<file path="config.mk">
export PLATFORM = sky130hd
export DESIGN_NAME = mem_ctrl_flat
export DESIGN_NICKNAME = d
export VERILOG_FILES = /design/src/rtl/mem_ctrl_if.sv /design/src/rtl/mem_ctrl.sv /design/src/flat_wrapper.sv
export SDC_FILE = /design/constraint.sdc
export NUM_CORES = 1
export LEC_CHECK = 0
export ABC_AREA = 1
export ABC_CLOCK_PERIOD_IN_PS = 3450
export CORE_MARGIN = 8
export CORE_UTILIZATION = 50
export CTS_BUF_LIST = sky130_fd_sc_hd__clkbuf_4 sky130_fd_sc_hd__clkbuf_8
export CTS_CLUSTER_SIZE = 8
export DETAILED_ROUTE_END_ITERATION = 12
export HOLD_SLACK_MARGIN = 0.08
export PLACE_DENSITY = 0.84
export SYNTH_ARGS = -nofsm -noshare
export SYNTH_HDL_FRONTEND = slang
export SYNTH_SLANG_ARGS = --single-unit
</file>
<file path="constraint.sdc">
create_clock -name clk -period 3.45 [get_ports clk]
set_clock_uncertainty 0.1 [all_clocks]
set_input_delay 0.69 -clock clk [delete_from_list [all_inputs] [get_ports clk]]
set_output_delay 0.69 -clock clk [all_outputs]
set_load 0.02 [all_outputs]
</file>
<file path="src/rtl/mem_ctrl_if.sv">
// mem_ctrl_if: groups the fetch, MEM-stage and RAM-side signals of mem_ctrl.
//   slave  : the controller's view (takes requests and ram_din, drives the bus and results)
//   master : the surrounding CPU/RAM view (drives requests and ram_din)
// Clock and reset are plain ports on the modules, not part of this interface.
interface mem_ctrl_if;
    // fetch client
    logic        if_request;
    logic [31:0] if_addr;
    logic [7:0]  mem_ctrl_data;
    logic [1:0]  if_or_mem_o;
    // MEM client
    logic [1:0]  mem_request;
    logic [31:0] mem_addr;
    logic [1:0]  mem_width;
    logic        mem_sign;
    logic [31:0] mem_wdata;
    logic [31:0] mem_rdata_o;
    logic        mem_done_o;
    logic        stallreq_o;
    // RAM port
    logic [31:0] ram_a;
    logic        ram_wr;
    logic [7:0]  ram_dout;
    logic [7:0]  ram_din;

    modport slave (
        input  if_request, if_addr, mem_request, mem_addr, mem_width, mem_sign,
               mem_wdata, ram_din,
        output mem_ctrl_data, if_or_mem_o, mem_rdata_o, mem_done_o, stallreq_o,
               ram_a, ram_wr, ram_dout
    );

    modport master (
        output if_request, if_addr, mem_request, mem_addr, mem_width, mem_sign,
               mem_wdata, ram_din,
        input  mem_ctrl_data, if_or_mem_o, mem_rdata_o, mem_done_o, stallreq_o,
               ram_a, ram_wr, ram_dout
    );
endinterface

</file>
<file path="src/rtl/mem_ctrl.sv">
// mem_ctrl: byte-serial controller sharing one 8-bit synchronous RAM port between
// instruction fetch (one byte address per cycle) and the MEM stage (byte/half/word
// loads and stores, sequenced little-endian). MEM has priority and raises stallreq_o.
// Ports:
//   clk  - system clock, rising edge
//   rst  - asynchronous active-low reset
//   bus  - mem_ctrl_if.slave: fetch request/data, MEM request/result, RAM port
module mem_ctrl (
    input  logic          clk,
    input  logic          rst,
    mem_ctrl_if.slave     bus
);
    typedef enum logic [2:0] {IDLE, LOAD, LAST, STORE, DONE} state_t;

    state_t           state, state_d;
    logic [1:0]       cnt, cnt_d;        // byte index k
    logic [31:0]      addr_q;
    logic [1:0]       width_q;
    logic             sign_q;
    logic [2:0][7:0]  wdata_hi;          // store bytes 1..3; byte 0 goes out in IDLE
    logic [2:0][7:0]  rbuf;              // load bytes 0..2; last byte comes straight from ram_din
    logic [31:0]      rdata_q;
    logic [31:0]      ext;
    logic [1:0]       last_in, last_q;   // N-1 for incoming / captured width
    logic             req_ld, req_st, mem_own;

    assign req_ld  = (bus.mem_request == 2'b01);
    assign req_st  = (bus.mem_request == 2'b10);
    assign mem_own = (state != IDLE) || req_ld || req_st;

    always_comb begin
        case (bus.mem_width)
            2'b00:   last_in = 2'd0;
            2'b01:   last_in = 2'd1;
            default: last_in = 2'd3;
        endcase
        case (width_q)
            2'b00:   last_q = 2'd0;
            2'b01:   last_q = 2'd1;
            default: last_q = 2'd3;
        endcase
    end

    // Final load byte is taken directly from ram_din in LAST.
    always_comb begin
        case (width_q)
            2'b00:   ext = {{24{sign_q & bus.ram_din[7]}}, bus.ram_din};
            2'b01:   ext = {{16{sign_q & bus.ram_din[7]}}, bus.ram_din, rbuf[0]};
            default: ext = {bus.ram_din, rbuf[2], rbuf[1], rbuf[0]};
        endcase
    end

    // next state
    always_comb begin
        state_d = state;
        cnt_d   = cnt;
        case (state)
            IDLE: begin
                cnt_d = 2'd1;
                if (req_ld)      state_d = (last_in == 2'd0) ? LAST : LOAD;
                else if (req_st) state_d = (last_in == 2'd0) ? DONE : STORE;
                else             cnt_d   = 2'd0;
            end
            LOAD: begin
                if (cnt == last_q) state_d = LAST;
                else               cnt_d   = cnt + 2'd1;
            end
            LAST:  state_d = DONE;
            STORE: begin
                if (cnt == last_q) state_d = DONE;
                else               cnt_d   = cnt + 2'd1;
            end
            DONE: begin
                state_d = IDLE;
                cnt_d   = 2'd0;
            end
            default: begin
                state_d = IDLE;
                cnt_d   = 2'd0;
            end
        endcase
    end

    always_ff @(posedge clk or negedge rst) begin
        if (!rst) begin
            state    <= IDLE;
            cnt      <= 2'd0;
            addr_q   <= '0;
            width_q  <= 2'b00;
            sign_q   <= 1'b0;
            wdata_hi <= '0;
            rbuf     <= '0;
            rdata_q  <= '0;
        end else begin
            state <= state_d;
            cnt   <= cnt_d;
            if (state == IDLE && (req_ld || req_st)) begin
                addr_q   <= bus.mem_addr;
                width_q  <= bus.mem_width;
                sign_q   <= bus.mem_sign;
                wdata_hi <= bus.mem_wdata[31:8];
            end
            if (state == LOAD) rbuf[cnt - 2'd1] <= bus.ram_din;
            if (state == LAST) rdata_q <= ext;
        end
    end

    // Bus steering. Gated by rst so the bus goes quiet the moment reset asserts,
    // even with requests still present on the inputs.
    always_comb begin
        bus.ram_a       = '0;
        bus.ram_wr      = 1'b0;
        bus.ram_dout    = 8'h00;
        bus.if_or_mem_o = 2'b00;
        bus.stallreq_o  = 1'b0;
        if (rst) begin
            if (mem_own) begin
                bus.if_or_mem_o = 2'b10;
                bus.stallreq_o  = (state != DONE);
                case (state)
                    IDLE: begin
                        bus.ram_a = bus.mem_addr;
                        if (req_st) begin
                            bus.ram_wr   = 1'b1;
                            bus.ram_dout = bus.mem_wdata[7:0];
                        end
                    end
                    LOAD: bus.ram_a = addr_q + {30'd0, cnt};
                    STORE: begin
                        bus.ram_a    = addr_q + {30'd0, cnt};
                        bus.ram_wr   = 1'b1;
                        bus.ram_dout = wdata_hi[cnt - 2'd1];
                    end
                    default: bus.ram_a = addr_q;
                endcase
            end else if (bus.if_request) begin
                bus.if_or_mem_o = 2'b01;
                bus.ram_a       = bus.if_addr;
            end
        end
    end

    assign bus.mem_ctrl_data = bus.ram_din;
    assign bus.mem_rdata_o   = rdata_q;
    assign bus.mem_done_o    = (state == DONE);
endmodule

</file>
<file path="src/flat_wrapper.sv">
// flat-port wrapper written by rule: the top's interface ports become plain ports
module mem_ctrl_flat 
  (clk, rst, bus_if_request, bus_if_addr, bus_mem_request, bus_mem_addr, bus_mem_width, bus_mem_sign, bus_mem_wdata, bus_ram_din, bus_mem_ctrl_data, bus_if_or_mem_o, bus_mem_rdata_o, bus_mem_done_o, bus_stallreq_o, bus_ram_a, bus_ram_wr, bus_ram_dout);
  mem_ctrl_if bus_i ();
  input  logic clk;
  input  logic rst;
  input wire logic [$bits(bus_i.if_request)-1:0] bus_if_request;
  input wire logic [$bits(bus_i.if_addr)-1:0] bus_if_addr;
  input wire logic [$bits(bus_i.mem_request)-1:0] bus_mem_request;
  input wire logic [$bits(bus_i.mem_addr)-1:0] bus_mem_addr;
  input wire logic [$bits(bus_i.mem_width)-1:0] bus_mem_width;
  input wire logic [$bits(bus_i.mem_sign)-1:0] bus_mem_sign;
  input wire logic [$bits(bus_i.mem_wdata)-1:0] bus_mem_wdata;
  input wire logic [$bits(bus_i.ram_din)-1:0] bus_ram_din;
  output wire logic [$bits(bus_i.mem_ctrl_data)-1:0] bus_mem_ctrl_data;
  output wire logic [$bits(bus_i.if_or_mem_o)-1:0] bus_if_or_mem_o;
  output wire logic [$bits(bus_i.mem_rdata_o)-1:0] bus_mem_rdata_o;
  output wire logic [$bits(bus_i.mem_done_o)-1:0] bus_mem_done_o;
  output wire logic [$bits(bus_i.stallreq_o)-1:0] bus_stallreq_o;
  output wire logic [$bits(bus_i.ram_a)-1:0] bus_ram_a;
  output wire logic [$bits(bus_i.ram_wr)-1:0] bus_ram_wr;
  output wire logic [$bits(bus_i.ram_dout)-1:0] bus_ram_dout;
  assign bus_i.if_request = bus_if_request;
  assign bus_i.if_addr = bus_if_addr;
  assign bus_i.mem_request = bus_mem_request;
  assign bus_i.mem_addr = bus_mem_addr;
  assign bus_i.mem_width = bus_mem_width;
  assign bus_i.mem_sign = bus_mem_sign;
  assign bus_i.mem_wdata = bus_mem_wdata;
  assign bus_i.ram_din = bus_ram_din;
  assign bus_mem_ctrl_data = bus_i.mem_ctrl_data;
  assign bus_if_or_mem_o = bus_i.if_or_mem_o;
  assign bus_mem_rdata_o = bus_i.mem_rdata_o;
  assign bus_mem_done_o = bus_i.mem_done_o;
  assign bus_stallreq_o = bus_i.stallreq_o;
  assign bus_ram_a = bus_i.ram_a;
  assign bus_ram_wr = bus_i.ram_wr;
  assign bus_ram_dout = bus_i.ram_dout;
  mem_ctrl u_core (.clk(clk), .rst(rst), .bus(bus_i));
endmodule
</file>
==> results of run 1 <==
## synthesized netlist by cell type, types with 4 or more instances
| cell type | n | share of area [%] |
|---|---|---|
| o31ai_1 | 9 | 0.95 |
| buf_2 | 12 | 0.85 |
| a221oi_1 | 6 | 0.74 |
| dfrtp_1 | 120 | 42 |
| buf_6 | 6 | 0.95 |
| nand2_1 | 246 | 13 |
| nor2_1 | 113 | 6.0 |
| o221ai_1 | 5 | 0.62 |
| a21oi_1 | 63 | 4.4 |
| o21ai_0 | 82 | 5.8 |
| o21ai_1 | 4 | 0.28 |
| a2bb2oi_1 | 16 | 2.0 |
| ha_1 | 8 | 1.4 |
| o211ai_1 | 9 | 0.95 |
| buf_4 | 8 | 0.85 |
| mux2_4 | 30 | 6.4 |
| nand3_1 | 47 | 3.3 |
| nor3_1 | 4 | 0.28 |
| inv_1 | 74 | 3.9 |
| clkbuf_1 | 23 | 1.2 |
| a22oi_1 | 8 | 0.85 |
## cell type report
cell class	instances	area [um2]	area share [%]
inverter	77	289	2.99
timing repair buffer	226	2160	22.4
clock inverter	11	124	1.28
multi-input combinational	673	3580	37.1
tap	180	225	2.33
clock buffer	21	277	2.86
sequential	120	3000	31.1
## flip-flops by register name (all words and copies together) (netlist names)
signal and flops:
u_core.cnt 2, u_core.bus.mem_rdata_o 32, u_core.width_q 2, u_core.sign_q 1, u_core.rbuf 24, u_core.state 3, u_core.addr_q 32, u_core.wdata_hi 24
## layout by cell type, fill, tap and decap left out, types with 9 or more instances in the layout
| cell type | netlist | layout |
|---|---|---|
| clkdlybuf4s50_1 | 0 | 152 |
| clkdlybuf4s15_1 | 0 | 15 |
| mux2_4 | 30 | 30 |
| nand2_1 | 246 | 245 |
| a2bb2oi_1 | 16 | 16 |
| dlygate4sd2_1 | 0 | 16 |
| buf_4 | 8 | 28 |
| o31ai_1 | 9 | 9 |
| nand3_1 | 47 | 47 |
| a21oi_1 | 63 | 63 |
| inv_1 | 74 | 73 |
| dfrtp_1 | 120 | 120 |
| o211ai_1 | 9 | 9 |
| clkbuf_8 | 0 | 19 |
| nor2_1 | 113 | 105 |
| o21ai_0 | 82 | 80 |
## path summary, 6_finish.rpt
check / start / end / slack, ns
min in group clk: u_core.rbuf[2] / u_core.rbuf[2] / 0.38
worst min register to register: u_core.rbuf[2] / u_core.rbuf[2] / 0.38
max in group asynchronous: rst / u_core.rbuf[11] / 1.76
worst max register to register: u_core.state[2] / u_core.addr_q[28] / 1.17
worst min-delay path: rst / u_core.wdata_hi[12] / 0.18
worst max-delay path: bus_mem_request[0] / bus_ram_a[25] / 0.14
## worst reg2reg max path, delay by kind of cell (launching register included)
family	cells	cell delay [ns]
compound gates	1	0.13
buf+inv	2	0.51
flops	1	0.49
simple gates	3	0.98
## stage by stage
step	area [um2]	utilization, %	hold slack, ns	setup slack [ns]	power (mW)
final	9660	69.6	0.178	0.141	8.48
after detailed placement	9230	66.5	0.368	-0.145	7.25
after global placement	9230	66.5	0.361	-0.0966	7.12
after global routing	9660	69.6	0.166	-0.0399	9.08
after CTS	9600	69.2	0.155	0.00365	8.42
after floorplan	7090	-	0.294	0.381	5.49
## power groups by stage
| stage | clock network (mW) | registers, mW | logic (mW) |
|---|---|---|---|
| after floorplan | 0 | 2.72 | 2.77 |
| after global placement | 0 | 2.61 | 4.52 |
| after detailed placement | 0 | 2.64 | 4.61 |
| after global routing | 1.37 | 2.71 | 5.01 |
| after CTS | 1.30 | 2.62 | 4.50 |
| final | 1.28 | 2.64 | 4.56 |
## cell families (layout without fill, tap and decap cells)
group / after synthesis / after routing / synth area share [%]
flip-flops: 120 / 120 / 42.3
XOR/XNOR: 2 / 2 / 0.247
multiplexers: 30 / 30 / 6.35
AO/OA/AOI/OAI: 210 / 210 / 17.4
AND/OR/NAND/NOR: 422 / 422 / 23.9
buffers and inverters: 128 / 335 / 8.05
adder cells (fa/ha/maj): 9 / 9 / 1.69
## what timing repair did
item,in CTS,in global routing
buffers inserted,0,3
resized for setup,51,47
pin swaps,0,3
endpoints found under the setup margin,42,36
hold endpoints to repair,0,0
## per-layer routing
| metal | wire length, um | up-vias | GRT usage, % |
|---|---|---|---|
| met2 | 9960 | 304 | 37.0 |
| met1 | 9710 | 3321 | 32.5 |
| li1 | - | 3447 | - |
| met3 | 1750 | 37 | 5.09 |
| met4 | 595 | 0 | 9.32 |
| met5 | 0 | - | 0 |
==> impl_metrics.yaml, run 1 <==
logic_synthesis:
  synth_enable_flop_cells: 0
  ys_seq_area_share_pct: 42.3
  mappedNetlistArea_um2: 7090
  synthCells: 921
  syn-mean-instance-area_um2: 7.70
  netlist-cell-type-count: 37
  synth_top_flop_cell: "dfrtp_1"
  ys_async_sr_fraction_pct: 100
  synth_seq_cells: 120
  synth-warning-count: 0
  post_synth_net_total: 1042
floorplanning:
  floorplan.initialDensity_pct: 51.1
  floorplan.die_area_um2: 18300
  core_area_um2: 13900
  die-width_um: 135
  fp-row-count: 43
  die_height_um: 135
  design.portCount: 197
critical_path:
  critPathTopFamily: "buffers and inverters"
  worst_r2r_path_depth: 6
  critPathLaunchType: "input pin"
  cp_slowest_stage_delay_ns: 0.48
  critical_path_endpoint_category: "output pin"
  required_time_reported_for_the_critical_path_endpoint_ns: 2.66
  crit_chain: "clkdlybuf4s50_1 > inv_1 > ha_1 > inv_1 > nand3_1 > nand3b_1 > inv_2 > buf_4 > nand2_1 > nand2_1 > dlygate4sd2_1"
  critPathSlowestCell: "clkdlybuf4s50_1"
  worst-path-stages: 11
  critical_path_class: "in -> out"
  timing.critical_path.fanout_max: 5
  arrival_ns: 2.52
  worstPathBufferInverterCount: 6
detailed_routing:
  wirelength_um: 22000
  ant_nets: 0
  remaining_drc_errors: 0
  detailedRoute.firstPassIterationCount: 5
  route.detailed.wl_per_inst_um: 16.8
  drt_iter0_drc: 766
  dr_total_vias: 7109
  avgViaCountPerCell: 5.44
finish:
  net_total_in_the_final_layout: 1236
  layout.cells.non_filler: 1308
  flow.area_growth_from_synthesis_pct: 36.2
  antenna_cells: 0
  num-fill-cells: 1153
  drive_gt1_share_pct: 11.1
timing:
  fin_tns_setup_ns: 0
  timing.final.setup_violations: 0
  worst_slew_pin_slew_ns: 0.952
  period_share_pct: 95.9
  timing.final.hold_violations: 0
  timing_max_transition_violations_final: 0
  maxSlewHeadroom_pct: 36.5
  grt_setup_unrepaired: "yes"
  max_freq_ghz: 0.302
  finalCriticalPeriod_ns: 3.31
grt:
  initial_antenna_violation_count: 0
  maximum_number_of_pins_on_one_net_before_global_route_repair: 77
  via_count_of_the_first_global_routing_pass: 6984
  grt_pass1_wl_um: 35400
  grt.overflow.total: 0
  global_route.usage.total_pct: 24.1
clock_network:
  clock_tree_from_tritoncts: "yes"
  clk_pin_slew_ns: 0.07
  holdBufCountCts: 0
  clock_insertion_delay_worst_skew_ns: 0.43
  cts_inserted_buffers: 17
  h-tree-depth: 4
  clockBufferDepth: 2
  clock_sinks: 120
  cts_root_buf: "clkbuf_8"
power_and_ir_drop:
  power.density_nw_per_um2: 878
  share_comb_of_total_power_pct: 53.8
  cell_internal_pwr_mw: 4.76
  p_switching_mw: 3.71
  vdd_ir_drop_max_uv: 785
  switching_share_pct: 43.8
  power.leakage_nw: 4.59
  p_clk_share_pct: 15.1
  power_frac_seq_pct: 31.1
placed_design:
  total_instance_count_after_detailed_placement: 1273
  place_congestion: 0.987
  port_buffers: 196
  dp_hpwl_um: 16100
status:
  run_status: "finished, final reports clean"
min_path:
  hold_class: "in -> async"
job:
  drv.max_cap_violation_count: 0
No activity file was read; power rests on OpenSTA's default activity.
==> inputs of run 2 (changes only) <==
CORE_UTILIZATION = 65   (was 50)
DONT_BUFFER_PORTS = 1   (was not set)
PLACE_DENSITY = 0.82   (was 0.84)
==> run 2 against run 1 <==
The run now ends with negative hold slack left. Sequential power up 10%. Critical endpoint is now bus_ram_a[19]. First-iteration DRC count up 13%. Routed wire length down 4.5%. Clock power about the same. Global-route usage up 5.0 points. Non-clock buffer count down 198. Final area down 21%. Worst setup slack better by 0.0087 ns. Utilization up 1.4 points. Final cell count down 18%.
==> impl_metrics.yaml, run 2 (synthesis gave the netlist of run 1 again) <==
grt:
  grt.overflow.total: 0
  grt_pass1_wl_um: 33600
  global_route.usage.total_pct: 29.1
  initial_antenna_violation_count: 0
  via_count_of_the_first_global_routing_pass: 6529
  maximum_number_of_pins_on_one_net_before_global_route_repair: 125
timing:
  worst_slew_pin_slew_ns: 0.837
  max_freq_ghz: 0.303
  maxSlewHeadroom_pct: 43.8
  period_share_pct: 95.7
  fin_tns_setup_ns: 0
  finalCriticalPeriod_ns: 3.30
  timing.final.setup_violations: 0
  timing_max_transition_violations_final: 0
  grt_setup_unrepaired: "no"
  hold_worst_slack_ns: -0.173
  timing.final.hold_violations: 120
detailed_routing:
  highest_layer: "met4"
  avgViaCountPerCell: 6.12
  dr_total_vias: 6551
  drt-met1-wl_um: 8710
  route.met2.wl_um: 9590
  ant_nets: 0
  detailedRoute.firstPassIterationCount: 5
  detailroute.wirelength.met3_um: 2330
  remaining_drc_errors: 0
  route.detailed.wl_per_inst_um: 19.7
  drt_iter0_drc: 868
  wirelength_um: 21000
power_and_ir_drop:
  vdd_ir_drop_max_uv: 665
  power.leakage_nw: 3.69
  power.density_nw_per_um2: 1010
floorplanning:
  die-width_um: 120
  design.portCount: 197
  floorplan.die_area_um2: 14500
  die_height_um: 120
  fp-row-count: 38
  core_area_um2: 10700
  floorplan.initialDensity_pct: 66.0
clock_network:
  cts_root_buf: "clkbuf_8"
  clock_sinks: 120
  h-tree-depth: 4
  clock_tree_from_tritoncts: "yes"
  clock_insertion_delay_worst_skew_ns: 0.45
  cts_inserted_buffers: 17
  clockBufferDepth: 2
  post-cts-setup-buffers: 0
  clk_pin_slew_ns: 0.07
placed_design:
  place_area_um2: 7210
  place_congestion: 0.941
  dp_hpwl_um: 15300
  port_buffers: 0
min_path:
  hold_class: "in -> async"
critical_path:
  critical_path_class: "reg -> out"
  required_time_reported_for_the_critical_path_endpoint_ns: 2.66
  worst_r2r_path_depth: 7
  arrival_ns: 2.51
  timing.critical_path.fanout_max: 6
  critPathLaunchType: "flip-flop"
  timing.rr.end: "u_core.bus.mem_rdata_o[0]"
  critical_path_endpoint_category: "output pin"
  reg2reg_from: "u_core.state[1]"
  worst-r2r-setup-slack_ns: 1.16
finish:
  drive_gt1_share_pct: 11.3
  antenna_cells: 0
  final_core_utilization_pct: 71.0
  final_area_um2: 7630
  mostFrequentLayoutCell: "nand2_1"
  flow.area_growth_from_synthesis_pct: 7.60
  net_total_in_the_final_layout: 1038
  layout_common_cells: "245 x nand2_1, 120 x dfrtp_1, 110 x nor2_1"
status:
  run_status: "finished, violations left"
  violated_checks: "negative hold slack"
job:
  drv.max_cap_violation_count: 0
run 2: cell types whose count changed in the layout (fill, tap and decap cells not counted), moves of 3 or more:
cell	before	now
clkdlybuf4s50_1	152	0
dlygate4sd2_1	16	0
clkdlybuf4s15_1	15	0
clkbuf_2	8	0
nor2_1	105	110
clkbuf_4	2	6
dlymetal6s2s_1	3	0
nor2_2	6	3
run 2: per-layer routing:
layer	up-vias	GRT usage [%]
li1	3049	-
met1	3094	38.1
met2	373	44.4
met3	35	10.5
met4	0	8.82
met5	-	0
run 2: where the power goes:
| part | switching, mW | total (mW) | internal [mW] | leakage (nW) |
|---|---|---|---|---|
| clock network | 0.570 | 1.30 | 0.727 | 0.205 |
| registers | 0.813 | 2.91 | 2.10 | 1.40 |
| logic | 2.18 | 3.51 | 1.33 | 2.09 |
run 2: worst max path at each step:
stage | from | end | slack (ns)
global route | u_core.cnt[1] | bus_ram_a[9] | 0.009
global placement | u_core.addr_q[0] | bus_ram_a[14] | 0.59
detailed placement | u_core.addr_q[0] | bus_ram_a[14] | 0.51
finish | u_core.cnt[1] | bus_ram_a[19] | 0.15
CTS | u_core.addr_q[0] | bus_ram_a[14] | 0.02
floorplan | u_core.cnt[0] | bus_ram_dout[6] | 0.38
run 2: worst max-delay path: stages (launching register included):
cell and delay [ns]:
dfrtp_1 0.48, ha_1 0.35, nand3_1 0.08, nand2_1 0.15
nand2_1 0.12, nor2_1 0.31, nand3_1 0.18, o211ai_1 0.21
nand2_1 0.18
run 2: cell type report:
cell class | instances | area, um2
clock buffer | 25 | 307
clock inverter | 7 | 93.8
fill | 845 | 3110
inverter | 77 | 289
multi-input combinational | 673 | 3540
sequential | 120 | 3000
tap | 140 | 175
timing repair buffer | 28 | 223
run 2: timing repair:
action,4_1_cts,5_1_grt
endpoints found under the hold margin,120,120
resized for setup,0,6
setup endpoints to repair,0,16
run 2: metrics by stage:
stage	setup slack, ns	power [mW]	std cells
2_1_floorplan	0.381	5.49	921
3_3_place_gp	0.589	6.22	1038
3_5_place_dp	0.512	6.38	1038
4_1_cts	0.0190	7.69	1070
5_1_grt	0.00948	8.25	1070
6_report	0.150	7.73	1070
==> inputs of run 3 (changes only) <==
CORE_UTILIZATION = 50   (was 65)
DONT_BUFFER_PORTS = not set   (was 1)
GPL_ROUTABILITY_DRIVEN = 0   (was not set)
PLACE_DENSITY = 0.84   (was 0.82)
==> run 3 against run 2 <==
The run now ends clean. Utilization shrank 1.5 points. Clock power increased by 7%. Combinational power rose by 29%.
==> impl_metrics.yaml, run 3 (synthesis gave the netlist of run 1 again) <==
critical_path:
  arrival_ns: 2.55
  worst-r2r-setup-slack_ns: 1.16
  critical_path_endpoint_category: "output pin"
  critPathLaunchType: "flip-flop"
  critical_path_class: "reg -> out"
  timing.critical_path.fanout_max: 14
  required_time_reported_for_the_critical_path_endpoint_ns: 2.66
  timing.rr.end: "u_core.wdata_hi[7]"
  reg2reg_from: "u_core.state[2]"
  worst_r2r_path_depth: 5
detailed_routing:
  avgViaCountPerCell: 5.45
  ant_nets: 0
  remaining_drc_errors: 0
  dr_total_vias: 7117
  detailedRoute.firstPassIterationCount: 5
  wirelength_um: 22400
  drt_iter0_drc: 672
  route.detailed.wl_per_inst_um: 17.1
finish:
  multi_input_comb_area_um2: 3590
  net_total_in_the_final_layout: 1235
  final_area_um2: 9650
  antenna_cells: 0
  mostFrequentLayoutCell: "nand2_1"
  drive_gt1_share_pct: 11.2
  flow.area_growth_from_synthesis_pct: 36.0
  area.sequential_um2: 3000
  layout_common_cells: "242 x nand2_1, 152 x clkdlybuf4s50_1, 120 x dfrtp_1"
  num-fill-cells: 1175
  layout.cells.non_filler: 1307
timing:
  maxSlewHeadroom_pct: 39.6
  period_share_pct: 96.7
  worst_slew_pin_slew_ns: 0.905
  grt_setup_unrepaired: "no"
  max_freq_ghz: 0.300
  finalCriticalPeriod_ns: 3.34
  timing.final.hold_violations: 0
  worst_setup_slack_after_layout_ns: 0.113
  timing_max_transition_violations_final: 0
  timing.final.setup_violations: 0
grt:
  initial_antenna_violation_count: 0
  global_route.usage.total_pct: 24.4
  via_count_of_the_first_global_routing_pass: 7008
  grt.overflow.total: 0
  grt_pass1_wl_um: 35800
  maximum_number_of_pins_on_one_net_before_global_route_repair: 73
clock_network:
  cts_root_buf: "clkbuf_8"
  cts_inserted_buffers: 17
  clk_pin_slew_ns: 0.08
  clock_insertion_delay_worst_skew_ns: 0.44
  clock_sinks: 120
  clock_tree_from_tritoncts: "yes"
  holdBufCountCts: 0
  clockBufferDepth: 2
  h-tree-depth: 4
min_path:
  hold_class: "in -> async"
placed_design:
  port_buffers: 196
  total_instance_count_after_detailed_placement: 1274
  place_area_um2: 9230
  dp_hpwl_um: 16200
  placement.setup.worst_slack_ns: -0.193
floorplanning:
  die_height_um: 135
  core_area_um2: 13900
  design.portCount: 197
  fp-row-count: 43
  floorplan.initialDensity_pct: 51.1
  die-width_um: 135
  floorplan.die_area_um2: 18300
job:
  drv.max_cap_violation_count: 0
power_and_ir_drop:
  vdd_ir_drop_max_uv: 646
  power.leakage_nw: 4.58
  power.density_nw_per_um2: 889
status:
  run_status: "finished, final reports clean"
==> run 3: through the flow <==
stage / total power, mW / util, % / TNS, ns / hold slack (ns)
3_5_place_dp: 7.26 / 66.5 / -4.79 / 0.368
2_1_floorplan: 5.49 / - / 0 / 0.294
3_3_place_gp: 7.12 / 66.5 / -2.41 / 0.361
6_report: 8.58 / 69.5 / 0 / 0.131
4_1_cts: 8.54 / 69.4 / 0 / 0.113
5_1_grt: 9.16 / 69.5 / 0 / 0.124
==> run 3: worst max path at each step <==
stage,slack [ns],startpoint,to
3_3_place_gp,-0.10,bus_mem_request[0],bus_ram_a[11]
2_1_floorplan,0.38,u_core.cnt[0],bus_ram_dout[6]
4_1_cts,0.01,u_core.addr_q[0],bus_ram_a[20]
5_1_grt,0.001,bus_mem_request[0],bus_ram_a[0]
3_5_place_dp,-0.19,bus_mem_request[0],bus_ram_a[4]
6_report,0.11,u_core.state[0],bus_ram_a[0]
==> run 3: critical path, stage by stage (launching register included) <==
cell	delay (ns)
dfrtp_1	0.44
inv_1	0.16
nor2_4	0.22
buf_4	0.28
nor2_2	0.06
inv_1	0.23
o221ai_1	0.20
o21ai_0	0.17
dlygate4sd2_1	0.36
==> run 3: what timing repair did <==
item / 4_1_cts / 5_1_grt
resized for setup: 51 / 41
setup buffers: 0 / 1
endpoints found under the setup margin: 42 / 29
hold endpoints to repair: 0 / 0
pin swaps: 0 / 1
==> run 3: layout make-up <==
class	count	area share, %
Sequential cell	120	31.1
Timing Repair Buffer	225	21.9
Multi-Input combinational cell	673	37.2
Inverter	77	3.00
Tap cell	180	2.33
Clock inverter	14	1.95
Clock buffer	18	2.50
==> run 3: metal layers <==
metal	GRT usage (%)	part of all wire, %
met5	0	0
met4	9.44	2.3
met3	5.16	7.8
met2	38.0	46
met1	32.5	44
==> run 3: report_power, final <==
group	internal [mW]	leakage, nW	switching [mW]
registers	2.10	1.40	0.550
clock network	0.742	0.208	0.650
logic	1.92	2.97	2.62
